File: src/rtl/serial_adder_if.sv
// serial_adder_if: start/busy/done handshake and operand/result bus of serial_adder
// master drives start, sub, a_in, b_in, cin; slave drives busy, done, sum_out, cout, ovf
interface serial_adder_if #(parameter int WIDTH = 8);
  logic start, sub, cin, busy, done, cout, ovf;
  logic [WIDTH-1:0] a_in, b_in, sum_out;
  modport master(output start, sub, a_in, b_in, cin, input busy, done, sum_out, cout, ovf);
  modport slave(input start, sub, a_in, b_in, cin, output busy, done, sum_out, cout, ovf);
endinterface

File: src/rtl/serial_adder.sv
// serial_adder: digit-serial add/subtract, DIGIT bits per clock, LSB digit first
// clk: rising-edge clock; rst_n: asynchronous active-low reset
// bus (slave): start/sub/a_in/b_in/cin in, busy/done/sum_out/cout/ovf out
module serial_adder #(
  parameter int WIDTH = 8,
  parameter int DIGIT = 1
) (
  input logic clk,
  input logic rst_n,
  serial_adder_if.slave bus
);
  localparam int N = WIDTH / DIGIT;
  localparam int CW = N > 1 ? $clog2(N) : 1;
  localparam logic [CW-1:0] LAST = CW'(N - 1);
  localparam logic [1:0] IDLE = 2'd0, RUN = 2'd1, DONE = 2'd2;
  logic [1:0] state_q, state_d;
  logic [WIDTH-1:0] a_q, a_d, b_q, b_d, res_q, res_d, sum_q, sum_d;
  logic [CW-1:0] cnt_q, cnt_d;
  logic carry_q, carry_d, cout_q, cout_d, ovf_q, ovf_d;
  logic [DIGIT:0] dsum;
  logic msb_cin;
  always_comb begin
    dsum = {1'b0, a_q[DIGIT-1:0]} + {1'b0, b_q[DIGIT-1:0]} + {{DIGIT{1'b0}}, carry_q};
    // carry into the top cell of this digit, recovered from its sum bit
    msb_cin = dsum[DIGIT-1] ^ a_q[DIGIT-1] ^ b_q[DIGIT-1];
    state_d = state_q;
    a_d = a_q;
    b_d = b_q;
    res_d = res_q;
    cnt_d = cnt_q;
    carry_d = carry_q;
    sum_d = sum_q;
    cout_d = cout_q;
    ovf_d = ovf_q;
    if (state_q != RUN && bus.start) begin
      state_d = RUN;
      a_d = bus.a_in;
      b_d = bus.sub ? ~bus.b_in : bus.b_in;
      carry_d = bus.sub | bus.cin;
      res_d = '0;
      cnt_d = '0;
    end else if (state_q == DONE) begin
      state_d = IDLE;
    end else if (state_q == RUN) begin
      a_d = a_q >> DIGIT;
      b_d = b_q >> DIGIT;
      res_d = (res_q >> DIGIT) | (WIDTH'(dsum[DIGIT-1:0]) << (WIDTH - DIGIT));
      carry_d = dsum[DIGIT];
      cnt_d = cnt_q + CW'(1);
      if (cnt_q == LAST) begin
        state_d = DONE;
        sum_d = res_d;
        cout_d = dsum[DIGIT];
        ovf_d = dsum[DIGIT] ^ msb_cin;
        cnt_d = '0;
      end
    end
  end
  always_ff @(posedge clk or negedge rst_n)
    if (!rst_n) begin
      state_q <= IDLE;
      a_q <= '0;
      b_q <= '0;
      res_q <= '0;
      cnt_q <= '0;
      carry_q <= 1'b0;
      sum_q <= '0;
      cout_q <= 1'b0;
      ovf_q <= 1'b0;
    end else begin
      state_q <= state_d;
      a_q <= a_d;
      b_q <= b_d;
      res_q <= res_d;
      cnt_q <= cnt_d;
      carry_q <= carry_d;
      sum_q <= sum_d;
      cout_q <= cout_d;
      ovf_q <= ovf_d;
    end
  assign bus.busy = state_q == RUN;
  assign bus.done = state_q == DONE;
  assign bus.sum_out = sum_q;
  assign bus.cout = cout_q;
  assign bus.ovf = ovf_q;
endmodule
File: src/flat_wrapper.sv
// flat-port wrapper written by rule: the top's interface ports become plain ports
module serial_adder_flat 
#(
  parameter int WIDTH = 8,
  parameter int DIGIT = 1
)
  (clk, rst_n, bus_start, bus_sub, bus_a_in, bus_b_in, bus_cin, bus_busy, bus_done, bus_sum_out, bus_cout, bus_ovf);
  serial_adder_if #(.WIDTH(WIDTH)) bus_i ();
  input logic clk;
  input logic rst_n;
  input wire logic [$bits(bus_i.start)-1:0] bus_start;
  input wire logic [$bits(bus_i.sub)-1:0] bus_sub;
  input wire logic [$bits(bus_i.a_in)-1:0] bus_a_in;
  input wire logic [$bits(bus_i.b_in)-1:0] bus_b_in;
  input wire logic [$bits(bus_i.cin)-1:0] bus_cin;
  output wire logic [$bits(bus_i.busy)-1:0] bus_busy;
  output wire logic [$bits(bus_i.done)-1:0] bus_done;
  output wire logic [$bits(bus_i.sum_out)-1:0] bus_sum_out;
  output wire logic [$bits(bus_i.cout)-1:0] bus_cout;
  output wire logic [$bits(bus_i.ovf)-1:0] bus_ovf;
  assign bus_i.start = bus_start;
  assign bus_i.sub = bus_sub;
  assign bus_i.a_in = bus_a_in;
  assign bus_i.b_in = bus_b_in;
  assign bus_i.cin = bus_cin;
  assign bus_busy = bus_i.busy;
  assign bus_done = bus_i.done;
  assign bus_sum_out = bus_i.sum_out;
  assign bus_cout = bus_i.cout;
  assign bus_ovf = bus_i.ovf;
  serial_adder #(.WIDTH(WIDTH), .DIGIT(DIGIT)) u_core (.clk(clk), .rst_n(rst_n), .bus(bus_i));
endmodule
File: config.mk
export PLATFORM = sky130hd
export DESIGN_NAME = serial_adder_flat
export DESIGN_NICKNAME = d
export VERILOG_FILES = /design/src/rtl/serial_adder_if.sv /design/src/rtl/serial_adder.sv /design/src/flat_wrapper.sv
export SDC_FILE = /design/constraint.sdc
export NUM_CORES = 1
export LEC_CHECK = 0
export BUFFER_PORTS_ARGS = -buffer_cell sky130_fd_sc_hd__buf_2
export CAP_MARGIN = 20
export CORE_MARGIN = 5
export CORE_UTILIZATION = 55
export CTS_CLUSTER_DIAMETER = 50
export DETAILED_ROUTE_END_ITERATION = 8
export PLACE_DENSITY = 0.86
export RECOVER_POWER = 100
export SYNTH_ARGS = -nofsm -noshare
export SYNTH_HDL_FRONTEND = slang
export SYNTH_SLANG_ARGS = --single-unit
File: constraint.sdc
create_clock -name clk -period 2.1 [get_ports clk]
set_input_delay 0.21 -clock clk [delete_from_list [all_inputs] [get_ports clk]]
set_output_delay 0.21 -clock clk [all_outputs]
set_load 0.01 [all_outputs]
==> results of run 1 <==
[cells by family (layout without fill, tap and decap cells)]
group	Yosys count	count (layout)	share of synthesized area, %
buffers and inverters	16	47	4.06
XOR/XNOR	9	9	4.27
flip-flops	39	39	52.8
AO/OA/AOI/OAI	32	32	10.8
adder cells (fa/ha/maj)	6	6	4.47
AND/OR/NAND/NOR	72	72	16.9
multiplexers	11	11	6.71
[state kept, by name (all words and copies together), names as in the netlist]
| signal | flops |
|---|---|
| u_core.a_q | 8 |
| u_core.b_q | 8 |
| u_core.bus.cout | 1 |
| u_core.bus.ovf | 1 |
| u_core.bus.sum_out | 8 |
| u_core.carry_q | 1 |
| u_core.cnt_q | 3 |
| u_core.res_q | 7 |
| u_core.state_q | 2 |
[through the flow]
stage          hold WS [ns]  setup WS (ns)  cells
6_report              0.115          0.262    262
5_1_grt               0.112          0.103    262
4_1_cts               0.111          0.278    262
3_5_place_dp          0.365          0.290    253
3_3_place_gp          0.359          0.425    253
2_1_floorplan       -0.0856          0.514    185
[layout make-up]
class	instances	share of cell area (%)
sequential	39	46.8
clock inverter	1	0.360
clock buffer	7	3.12
tap	46	2.76
inverter	3	0.540
timing repair buffer	36	8.40
multi-input combinational	130	38.0
[routing by layer]
metal / part of all wire (%) / vias up / track usage [%]
met1: 45 / 619 / 21.8
met2: 48 / 34 / 29.2
met4: 1.8 / 0 / 6.95
met5: 0 / - / 0
met3: 5.6 / 5 / 5.09
li1: - / 689 / -
[what timing repair did]
action,CTS,global route
hold endpoints to repair,39,0
resized for setup,0,0
hold buffers,1,0
[cells in the final DEF (no fill, tap or decap), types with 2 or more instances in the layout]
cell type / count
clkbuf_8: 2
clkbuf_2: 2
buf_2: 19
nand3_1: 8
clkbuf_4: 6
a31oi_1: 15
o21ai_0: 8
nand2_1: 40
or2b_1: 2
a21oi_1: 2
inv_1: 3
nor2_1: 17
ha_1: 5
clkbuf_1: 12
mux2_2: 11
a22o_1: 2
nor2b_1: 2
xor2_1: 8
dfrtp_1: 39
[final timing paths]
kind	from	end	depth (start not counted)
worst min-delay path	bus_a_in[7]	u_core.a_q[7]$_DFFE_PN0P_	3
worst max-delay path	u_core.state_q[1]$_DFFE_PN0P_	u_core.carry_q$_DFFE_PN0P_	6
worst max register to register	u_core.state_q[1]$_DFFE_PN0P_	u_core.carry_q$_DFFE_PN0P_	6
max in group asynchronous	rst_n	u_core.a_q[3]$_DFFE_PN0P_	2
worst min register to register	u_core.b_q[7]$_DFFE_PN0P_	u_core.b_q[7]$_DFFE_PN0P_	2
min in group asynchronous	rst_n	u_core.res_q[1]$_DFFE_PN0P_	2
[worst max-delay path, cell delays in order, from the launching register on]
cell and delay [ns]:
dfrtp_1 0.40, inv_1 0.11, ha_1 0.22, or2b_1 0.33, clkbuf_4 0.43, nor3_1 0.10, a31oi_1 0.18
[power breakdown]
| group | total (mW) | leakage (nW) | switching [mW] | internal, mW |
|---|---|---|---|---|
| sequential | 1.27 | 0.493 | 0.192 | 1.08 |
| clock | 0.444 | 0.0375 | 0.248 | 0.196 |
| combinational | 1.27 | 0.453 | 0.757 | 0.510 |
==> tab_implementation.tex, run 1 <==
\begin{tabular}{lr}
\hline
Metric & Value \\
\hline
\multicolumn{2}{l}{\textbf{Timing}} \\
\quad Worst-margin pin slew & between 0.9 and 1 ns \\
\quad Slew Limit Headroom & between 30\% and 40\% \\
\quad Share of the cycle needed by the critical path after routing & roughly 88\% \\
\quad Final critical-path required period & roughly 1.8 ns \\
\quad Max Clk Rate & roughly 540 MHz \\
\quad RSZ-0062 raised after global routing & no \\
\quad Final sum of negative setup slack & 0 ns \\
\quad Count of final setup violators & 0 \\
\quad Setup clock skew after layout & roughly 0.012 ns \\
\quad Count of pins over their slew limit & 0 \\
\quad Hold violation count in the final report & 0 \\
\multicolumn{2}{l}{\textbf{Clock tree}} \\
\quad Sink count of the clock tree & 39 \\
\quad Clock Path Buffers & 2 \\
\quad Clock transition at the registers of the reported paths & between 0.1 and 0.15 ns \\
\quad CTS H-tree lvls & 2 \\
\quad Post-CTS Setup Repair Bufs & 0 \\
\quad Clock network latency to the later pin of the worst-skew pair & between 0.3 and 0.4 ns \\
\quad Clock tree from TritonCTS & yes \\
\quad Cts bufs inserted & 5 \\
\quad CTS root buf & clkbuf\_4 \\
\multicolumn{2}{l}{\textbf{Routing}} \\
\quad Total detailed-routing wirelength & 3510 um \\
\quad Detailed-route wire length per cell & about 13 um \\
\quad Number of nets with antenna violations after detailed routing & 0 \\
\quad Routed vias/inst & approximately 5 \\
\quad DR iter-0 viols & approximately 110 \\
\quad Via count of the routed design & roughly 1300 \\
\quad DRT Pass-1 Iters & 4 \\
\quad Count of unresolved DRC violations after routing & 0 \\
\multicolumn{2}{l}{\textbf{Global route}} \\
\quad Initial antenna violation count & 0 \\
\quad Via count of the first global-routing pass & $\sim$1400 \\
\quad First-pass GRT wire length & approximately 6000 um \\
\quad Total congestion overflow & 0 \\
\quad Total GRT Usage & between 10\% and 20\% \\
\quad Largest net degree at the start of global routing & 40 \\
\multicolumn{2}{l}{\textbf{Place}} \\
\quad Global placement routability congestion & $\sim$0.76 \\
\quad Placed Instance Area & around 0.002 sq mm \\
\quad Placed wire-length estimate & 2410 um \\
\quad Port Buf Inserts & 32 \\
\multicolumn{2}{l}{\textbf{Logic synthesis}} \\
\quad Ranking of synthesized cells by instance count & nand2\_1 (40), dfrtp\_1 (39), nor2\_1 (17) \\
\quad Yosys Warn Count & 0 \\
\quad Seq/Total Area, Yosys & 52.8\% \\
\quad Library cells used by synthesis & 28 \\
\quad Most common flop cell mapped by yosys & dfrtp\_1 \\
\quad Synthesized area per cell & $\sim$10 sq um \\
\quad Post-synth net total & roughly 210 \\
\quad Cell types with the largest area share after synthesis & dfrtp\_1 (53\%), nand2\_1 (8.1\%), mux2\_2 (6.7\%), a31oi\_1 (5.1\%), xor2\_1 (3.8\%) \\
\quad Async SR Flop Fraction & 100\% \\
\quad Number of storage elements in the synthesis netlist & 39 \\
\quad Share of the synthesized area in the top cell type & 52.8\% \\
\quad Cell count after synthesis & 185 \\
\quad Cell type with the highest aggregate area in the netlist & dfrtp\_1 \\
\quad Library cell with the highest instance count after synthesis & nand2\_1 \\
\quad EDFF count, synth & 0 \\
\quad Post-synthesis cell area & 0.00185 sq mm \\
\multicolumn{2}{l}{\textbf{Outcome}} \\
\quad Result of the run & complete, no violations \\
\multicolumn{2}{l}{\textbf{Floorplan}} \\
\quad I/O pins & 33 \\
\quad Die Area & 0.00462 sq mm \\
\quad Y dimension of the die & approximately 68 um \\
\quad Die outline width & 67.9 um \\
\quad Area of the placeable core & about 0.0033 sq mm \\
\quad Initial core utilization & approximately 56\% \\
\quad \# rows & 21 \\
\multicolumn{2}{l}{\textbf{Critical path}} \\
\quad Maximum net fanout on the critical path & 31 \\
\quad Crit path arrival time & between 2 and 2.5 ns \\
\quad Kind of end point of the critical path & register \\
\quad Critical Path Start Type & register \\
\quad Register-to-register setup slack & around 0.26 ns \\
\quad Start-to-end type of the worst setup path & register to register \\
\quad CP required & roughly 2.4 ns \\
\multicolumn{2}{l}{\textbf{Final layout}} \\
\quad Area growth from synthesis to final layout & 12.9\% \\
\quad Layout cells sized above 1 & around 20\% \\
\quad Final std cell area, no fill & about 0.0021 sq mm \\
\quad Inserted Diodes & 0 \\
\quad Storage cell area & approximately 980 sq um \\
\quad Number of nets in the layout & 242 \\
\quad Multi-input gate area in the final layout & approximately 800 sq um \\
\quad Final Core Density & between 60\% and 70\% \\
\quad Fill cell total of the finished layout & between 200 and 300 \\
\multicolumn{2}{l}{\textbf{Hold path}} \\
\quad Worst min-delay path category & primary input to register \\
\multicolumn{2}{l}{\textbf{Pwr}} \\
\quad Reported leakage power & about 0.98 nW \\
\quad Power density cells & 1430 mW/mm\^{}2 \\
\quad Power consumption & just under 3 mW \\
\quad Maximum ir drop on the vdd rail & approximately 0.67 mV \\
\multicolumn{2}{l}{\textbf{Job}} \\
\quad Maximum capacitance violations & 0 \\
\hline
\end{tabular}
Note: power is estimated with default switching activity, not from simulation.
==> inputs of run 2 (changes only) <==
- clock period: 2.1 -> 2 ns (I/O delays scaled with it)
==> tab_implementation.tex, run 2 (synthesized netlist as in run 1, its figures left out) <==
\begin{tabular}{lr}
\hline
Metric & Value \\
\hline
\multicolumn{2}{l}{\textbf{Routing}} \\
\quad Total detailed-routing wirelength & 3390 um \\
\quad Number of nets with antenna violations after detailed routing & 0 \\
\quad Count of unresolved DRC violations after routing & 0 \\
\quad Routed vias/inst & 5.27 \\
\quad DRT Pass-1 Iters & 6 \\
\quad Detailed-route wire length per cell & 12.9 um \\
\quad DR iter-0 viols & 163 \\
\quad Via count of the routed design & 1381 \\
\multicolumn{2}{l}{\textbf{Global route}} \\
\quad First-pass GRT wire length & $\sim$5800 um \\
\quad Total congestion overflow & 0 \\
\quad Total GRT Usage & 16.5\% \\
\quad Largest net degree at the start of global routing & 40 \\
\quad Initial antenna violation count & 0 \\
\quad Via count of the first global-routing pass & about 1300 \\
\multicolumn{2}{l}{\textbf{Critical path}} \\
\quad CP startpoint & u\_core.state\_q[0]\$\_DFFE\_PN0P\_ \\
\quad Combined buffer and inverter count along the critical path & 1 \\
\quad CP required & between 2 and 2.5 ns \\
\quad Endpoint of the worst-slack reg-to-reg timing path & u\_core.res\_q[4]\$\_DFFE\_PN0P\_ \\
\quad Start-to-end type of the worst setup path & register to register \\
\quad Crit path arrival time & a little under 2 ns \\
\quad Kind of end point of the critical path & register \\
\quad Maximum net fanout on the critical path & 11 \\
\quad Critical Path Start Type & register \\
\quad Register-to-register setup slack & roughly 0.22 ns \\
\quad Kind of cell adding the most delay to the critical path & simple AND/OR/NAND/NOR gates \\
\quad Logic depth of the worst setup path including buffers & 5 \\
\quad Ordered list of cells on the worst path & inv\_1, ha\_1, nor2b\_1, nor2\_1, o21ai\_0 \\
\quad Cell with the largest stage delay on the worst path & nor2\_1 \\
\quad Startpoint of the lowest-slack register-to-register path & u\_core.state\_q[0]\$\_DFFE\_PN0P\_ \\
\quad Worst reg-to-reg path cell count & 5 \\
\quad Crit-path max cell delay & 0.52 ns \\
\multicolumn{2}{l}{\textbf{Floorplan}} \\
\quad \# rows & 21 \\
\quad Die Area & between 0.004 and 0.005 sq mm \\
\quad Initial core utilization & between 50\% and 60\% \\
\quad I/O pins & 33 \\
\quad Y dimension of the die & roughly 68 um \\
\quad Area of the placeable core & roughly 0.0033 sq mm \\
\quad Die outline width & roughly 68 um \\
\multicolumn{2}{l}{\textbf{Place}} \\
\quad Global placement routability congestion & around 0.72 \\
\quad Port Buf Inserts & 32 \\
\quad Post-placement cell count & 253 \\
\quad Placed wire-length estimate & 2460 um \\
\multicolumn{2}{l}{\textbf{Timing}} \\
\quad Worst-margin pin slew & between 0.9 and 1 ns \\
\quad Count of pins over their slew limit & 0 \\
\quad Slew Limit Headroom & about two fifths \\
\quad Final critical-path required period & between 1.5 and 2 ns \\
\quad Share of the cycle needed by the critical path after routing & between 80\% and 90\% \\
\quad Setup clock skew after layout & $\sim$0.0064 ns \\
\quad Count of final setup violators & 0 \\
\quad Hold violation count in the final report & 0 \\
\quad Final sum of negative setup slack & 0 ns \\
\quad RSZ-0062 raised after global routing & no \\
\quad Max Clk Rate & approximately 560 MHz \\
\multicolumn{2}{l}{\textbf{Final layout}} \\
\quad Final std cells w/o fill & around 260 \\
\quad Layout cells sized above 1 & 19.9\% \\
\quad Area growth from synthesis to final layout & 13.3\% \\
\quad Most common library cell in the layout ignoring fill and taps & nand2\_1 \\
\quad Fill cell total of the finished layout & 280 \\
\quad Storage cell area & $\sim$1000 sq um \\
\quad Inserted Diodes & 0 \\
\quad Multi-input gate area in the final layout & slightly below 800 sq um \\
\quad Top library cells by usage in the layout, fill and taps aside & nand2\_1 (40), dfrtp\_1 (39), buf\_2 (19) \\
\quad Number of nets in the layout & 242 \\
\multicolumn{2}{l}{\textbf{Clock tree}} \\
\quad CTS root buf & clkbuf\_4 \\
\quad Clock transition at the registers of the reported paths & 0.11 ns \\
\quad Cts bufs inserted & 5 \\
\quad Post-CTS Setup Repair Bufs & 0 \\
\quad Sink count of the clock tree & 39 \\
\quad Clock network latency to the later pin of the worst-skew pair & $\sim$0.34 ns \\
\quad Clock Path Buffers & 2 \\
\quad CTS H-tree lvls & 2 \\
\quad Clock tree from TritonCTS & yes \\
\multicolumn{2}{l}{\textbf{Hold path}} \\
\quad Worst min-delay path category & primary input to register \\
\quad Worst-case hold path end point & u\_core.a\_q[7]\$\_DFFE\_PN0P\_ \\
\quad Min-Delay Startpoint & bus\_a\_in[7] \\
\quad Instance count along the most critical hold path & 3 \\
\multicolumn{2}{l}{\textbf{Pwr}} \\
\quad Reported leakage power & 0.991 nW \\
\quad Maximum ir drop on the vdd rail & 0.869 mV \\
\quad Power density cells & 1480 mW/mm\^{}2 \\
\multicolumn{2}{l}{\textbf{Job}} \\
\quad Maximum capacitance violations & 0 \\
\multicolumn{2}{l}{\textbf{Outcome}} \\
\quad Result of the run & complete, no violations \\
\hline
\end{tabular}
## run 2: cell count changes in the layout (fill, tap and decap cells not counted)
cell	change
clkinv_2	+3
clkinvlp_4	-1
clkbuf_8	-2
clkbuf_4	-1
clkbuf_2	-1
buf_12	+2
## run 2: area by class of cell
type	count	area share (%)
timing repair buffer	36	9.68
tap	46	2.75
sequential	39	46.6
clock buffer	5	1.79
clock inverter	3	0.717
multi-input combinational	130	37.9
inverter	3	0.538
## run 2: repair_timing
action / 4_1_cts / 5_1_grt
resized for setup: 0 / 0
hold buffers: 1 / 0
endpoints found under the hold margin: 39 / 0
## run 2: per-layer routing
metal | track usage [%] | vias up | part of all wire [%]
met5 | 0 | - | 0
met4 | 5.96 | 0 | 1.1
met3 | 2.96 | 4 | 4.9
met2 | 27.8 | 39 | 50
met1 | 21.1 | 655 | 44
li1 | - | 683 | -
## run 2: how the worst max path moves through the flow
stage | to | slack, ns
finish | u_core.res_q[4]$_DFFE_PN0P_ | 0.22
global route | u_core.res_q[4]$_DFFE_PN0P_ | 0.02
CTS | u_core.res_q[4]$_DFFE_PN0P_ | 0.21
detailed placement | u_core.res_q[4]$_DFFE_PN0P_ | 0.22
global placement | u_core.res_q[4]$_DFFE_PN0P_ | 0.31
floorplan | u_core.bus.cout$_DFFE_PN0P_ | 0.41
## run 2: tightest hold or removal path, stage by stage
cell	delay, ns
buf_2	0.11
nand2_1	0.06
a21oi_1	0.06
## run 2: power by group
part / internal, mW / switching [mW] / leakage, nW
logic: 0.596 / 0.800 / 0.464
registers: 1.13 / 0.197 / 0.493
clock network: 0.131 / 0.248 / 0.0347
## run 2: per-stage QoR
| step | utilization, % | total power [mW] | hold WS, ns | setup slack (ns) | instance area [sq um] |
|---|---|---|---|---|---|
| 4_1_cts | 64.3 | 3.15 | 0.109 | 0.211 | 2110 |
| 6_report | 63.7 | 3.11 | 0.111 | 0.216 | 2090 |
| 3_5_place_dp | 62.4 | 2.78 | 0.353 | 0.224 | 2050 |
| 2_1_floorplan | - | 2.38 | -0.0956 | 0.414 | 1850 |
| 3_3_place_gp | 62.4 | 2.72 | 0.350 | 0.312 | 2050 |
| 5_1_grt | 63.7 | 3.39 | 0.114 | 0.0220 | 2090 |
==> inputs of run 3 (changes only) <==
- ABC_AREA: unset -> 1
- PLACE_DENSITY: 0.86 -> 0.85
- clock period: 2 -> 2.3 ns (I/O delays scaled with it)
==> tab_implementation.tex, run 3 <==
\begin{tabular}{lr}
\hline
Metric & Value \\
\hline
\multicolumn{2}{l}{\textbf{Clock tree}} \\
\quad Cts bufs inserted & 5 \\
\quad Post-CTS Setup Repair Bufs & 0 \\
\quad CTS root buf & clkbuf\_4 \\
\quad Clock tree from TritonCTS & yes \\
\quad CTS H-tree lvls & 2 \\
\quad Clock Path Buffers & 2 \\
\quad Clock transition at the registers of the reported paths & between 0.1 and 0.15 ns \\
\quad Clock network latency to the later pin of the worst-skew pair & $\sim$0.36 ns \\
\quad Sink count of the clock tree & 39 \\
\multicolumn{2}{l}{\textbf{Global route}} \\
\quad First-pass GRT wire length & about 7000 um \\
\quad Total GRT Usage & around 17\% \\
\quad Total congestion overflow & 0 \\
\quad Initial antenna violation count & 0 \\
\quad Largest net degree at the start of global routing & 40 \\
\quad Via count of the first global-routing pass & 1563 \\
\multicolumn{2}{l}{\textbf{Final layout}} \\
\quad Layout cells sized above 1 & between 10 and 15\% \\
\quad Inserted Diodes & 0 \\
\quad Area growth from synthesis to final layout & 12.2\% \\
\quad Most common library cell in the layout ignoring fill and taps & nand2\_1 \\
\quad Number of nets in the layout & 326 \\
\quad Top library cells by usage in the layout, fill and taps aside & nand2\_1 (138), dfrtp\_1 (39), inv\_1 (32) \\
\quad Final std cells w/o fill & approximately 350 \\
\multicolumn{2}{l}{\textbf{Logic synthesis}} \\
\quad EDFF count, synth & 0 \\
\quad Library cell with the highest instance count after synthesis & nand2\_1 \\
\quad Async SR Flop Fraction & 100\% \\
\quad Yosys Warn Count & 0 \\
\quad Cell type with the highest aggregate area in the netlist & dfrtp\_1 \\
\quad Seq/Total Area, Yosys & about half \\
\quad Cell types with the largest area share after synthesis & dfrtp\_1 (49\%), nand2\_1 (26\%), nand3\_1 (5.8\%), inv\_1 (5.6\%), ha\_1 (3.1\%) \\
\quad Library cells used by synthesis & 20 \\
\quad Number of storage elements in the synthesis netlist & 39 \\
\quad Post-synthesis cell area & between 0.0015 and 0.002 sq mm \\
\quad Cell count after synthesis & roughly 270 \\
\quad Ranking of synthesized cells by instance count & nand2\_1 (138), dfrtp\_1 (39), inv\_1 (30) \\
\quad Share of the synthesized area in the top cell type & approximately 49\% \\
\quad Post-synth net total & a little under 300 \\
\quad Most common flop cell mapped by yosys & dfrtp\_1 \\
\quad Synthesized area per cell & roughly 7.5 sq um \\
\multicolumn{2}{l}{\textbf{Hold path}} \\
\quad Instance count along the most critical hold path & 3 \\
\quad Worst min-delay path category & primary input to register \\
\multicolumn{2}{l}{\textbf{Place}} \\
\quad Port Buf Inserts & 32 \\
\quad Worst setup slack before clock tree synthesis & approximately 0.53 ns \\
\quad Placed wire-length estimate & $\sim$2700 um \\
\quad Post-placement cell count & 337 \\
\quad Global placement routability congestion & $\sim$0.76 \\
\multicolumn{2}{l}{\textbf{Outcome}} \\
\quad Result of the run & complete, no violations \\
\multicolumn{2}{l}{\textbf{Routing}} \\
\quad DRT Pass-1 Iters & 5 \\
\quad Via count of the routed design & 1705 \\
\quad Total detailed-routing wirelength & 3940 um \\
\quad DR iter-0 viols & 78 \\
\quad Count of unresolved DRC violations after routing & 0 \\
\quad Detailed-route wire length per cell & $\sim$11 um \\
\quad Routed vias/inst & about 4.9 \\
\quad Number of nets with antenna violations after detailed routing & 0 \\
\multicolumn{2}{l}{\textbf{Critical path}} \\
\quad Crit-path max cell delay & about 0.44 ns \\
\quad Cell with the largest stage delay on the worst path & dfrtp\_1 \\
\quad Maximum net fanout on the critical path & 25 \\
\quad Worst reg-to-reg path cell count & 8 \\
\quad CP required & about 2.6 ns \\
\quad Most used cell, CP & nand2\_1 \\
\quad Kind of end point of the critical path & register \\
\quad Critical Path Start Type & register \\
\quad Start-to-end type of the worst setup path & register to register \\
\quad Ordered list of cells on the worst path & inv\_1, ha\_1, inv\_1, nand2\_1, nand2\_4, inv\_4, nand2\_1, nand2\_1 \\
\quad Crit path arrival time & roughly 2.2 ns \\
\multicolumn{2}{l}{\textbf{Timing}} \\
\quad Final critical-path required period & 1.86 ns \\
\quad Share of the cycle needed by the critical path after routing & between 80\% and 90\% \\
\quad Max Clk Rate & roughly 540 MHz \\
\quad Slew Limit Headroom & between 30\% and 40\% \\
\quad Count of pins over their slew limit & 0 \\
\quad Hold violation count in the final report & 0 \\
\quad Count of final setup violators & 0 \\
\quad Worst-margin pin slew & between 0.9 and 1 ns \\
\quad Worst setup slack after layout & 0.438 ns \\
\quad RSZ-0062 raised after global routing & no \\
\quad Setup clock skew after layout & $\sim$0.008 ns \\
\quad Final sum of negative setup slack & 0 ns \\
\multicolumn{2}{l}{\textbf{Pwr}} \\
\quad Power density cells & $\sim$1200 mW/mm\^{}2 \\
\quad Maximum ir drop on the vdd rail & 0.640 mV \\
\quad Power consumption & $\sim$2.6 mW \\
\quad Reported leakage power & $\sim$1.3 nW \\
\multicolumn{2}{l}{\textbf{Floorplan}} \\
\quad \# rows & 21 \\
\quad I/O pins & 33 \\
\quad Y dimension of the die & roughly 70 um \\
\quad Die Area & approximately 0.0049 sq mm \\
\quad Area of the placeable core & 0.00342 sq mm \\
\quad Initial core utilization & between 50 and 60\% \\
\quad Die outline width & 70.2 um \\
\multicolumn{2}{l}{\textbf{Job}} \\
\quad Maximum capacitance violations & 0 \\
\hline
\end{tabular}
[run 3: cell types whose count changed after synthesis, sizes merged, moves of 4 or more]
cell | before | now
a31oi | 15 | 0
buf | 10 | 6
inv | 3 | 33
mux2 | 11 | 0
nand2 | 40 | 140
nand3 | 8 | 23
nor2 | 17 | 6
xor2 | 8 | 1
[run 3: cell type report]
class	instances	area, sq um
Clock inverter	3	43.8
Inverter	33	126
Timing Repair Buffer	33	155
Fill cell	288	1180
Clock buffer	5	37.5
Tap cell	46	57.6
Multi-Input combinational cell	187	841
Sequential cell	39	976
[run 3: worst paths after layout]
kind / from / end / slack (ns)
worst max register to register: u_core.state_q[0]$_DFFE_PN0P_ / u_core.a_q[4]$_DFFE_PN0P_ / 0.44
min in group asynchronous: rst_n / u_core.a_q[5]$_DFFE_PN0P_ / 0.53
worst min-delay path: bus_a_in[7] / u_core.a_q[7]$_DFFE_PN0P_ / 0.11
max in group asynchronous: rst_n / u_core.bus.sum_out[4]$_DFFE_PN0P_ / 1.20
worst min register to register: u_core.bus.sum_out[6]$_DFFE_PN0P_ / u_core.bus.sum_out[6]$_DFFE_PN0P_ / 0.49
worst max-delay path: u_core.state_q[0]$_DFFE_PN0P_ / u_core.a_q[4]$_DFFE_PN0P_ / 0.44
[run 3: worst max-delay path: cells and delay by family (launching register included)]
kind,cells,cell delay [ns]
buf+inv,3,0.44
flops,1,0.44
simple gates,4,0.72
fa+ha+maj,1,0.20
[run 3: what timing repair did]
action                                 in CTS  in global routing
endpoints found under the hold margin      39                  0
hold buffers                                1                  0
gates resized for setup                     0                  0
[run 3: metal layers]
layer  global-route usage, %  routed length, um  vias to the layer above
met1                    23.9               1830                      785
met2                    26.3               1860                       44
met5                       0                  0                        -
met4                    7.02                 65                        0
met3                    3.44                189                        7
li1                        -                  -                      869
[run 3: kinds of logic (layout without fill, tap and decap cells)]
logic type               Yosys count  in the layout  synth area share [%]
AO/OA/AOI/OAI                      9              9                  2.26
XOR/XNOR                           1              1                 0.439
adder cells (fa/ha/maj)            6              6                  4.14
buffers and inverters             40             74                  8.91
flip-flops                        39             39                  48.9
AND/OR/NAND/NOR                  171            171                  35.3
[run 3: power by group]
part           internal (mW)  total [mW]  switching [mW]
Sequential             0.934        1.09           0.158
Combinational          0.348        1.06           0.708
Clock                  0.229       0.468           0.240
Total                   1.51        2.62            1.11
[run 3: per-stage QoR]
step,instance area (sq um),utilization (%),hold slack (ns)
floorplan,1990,-,-0.0656
global placement,2160,63.3,0.382
detailed placement,2160,63.3,0.376
CTS,2250,65.9,0.114
global route,2240,65.5,0.125
finish,2240,65.5,0.111
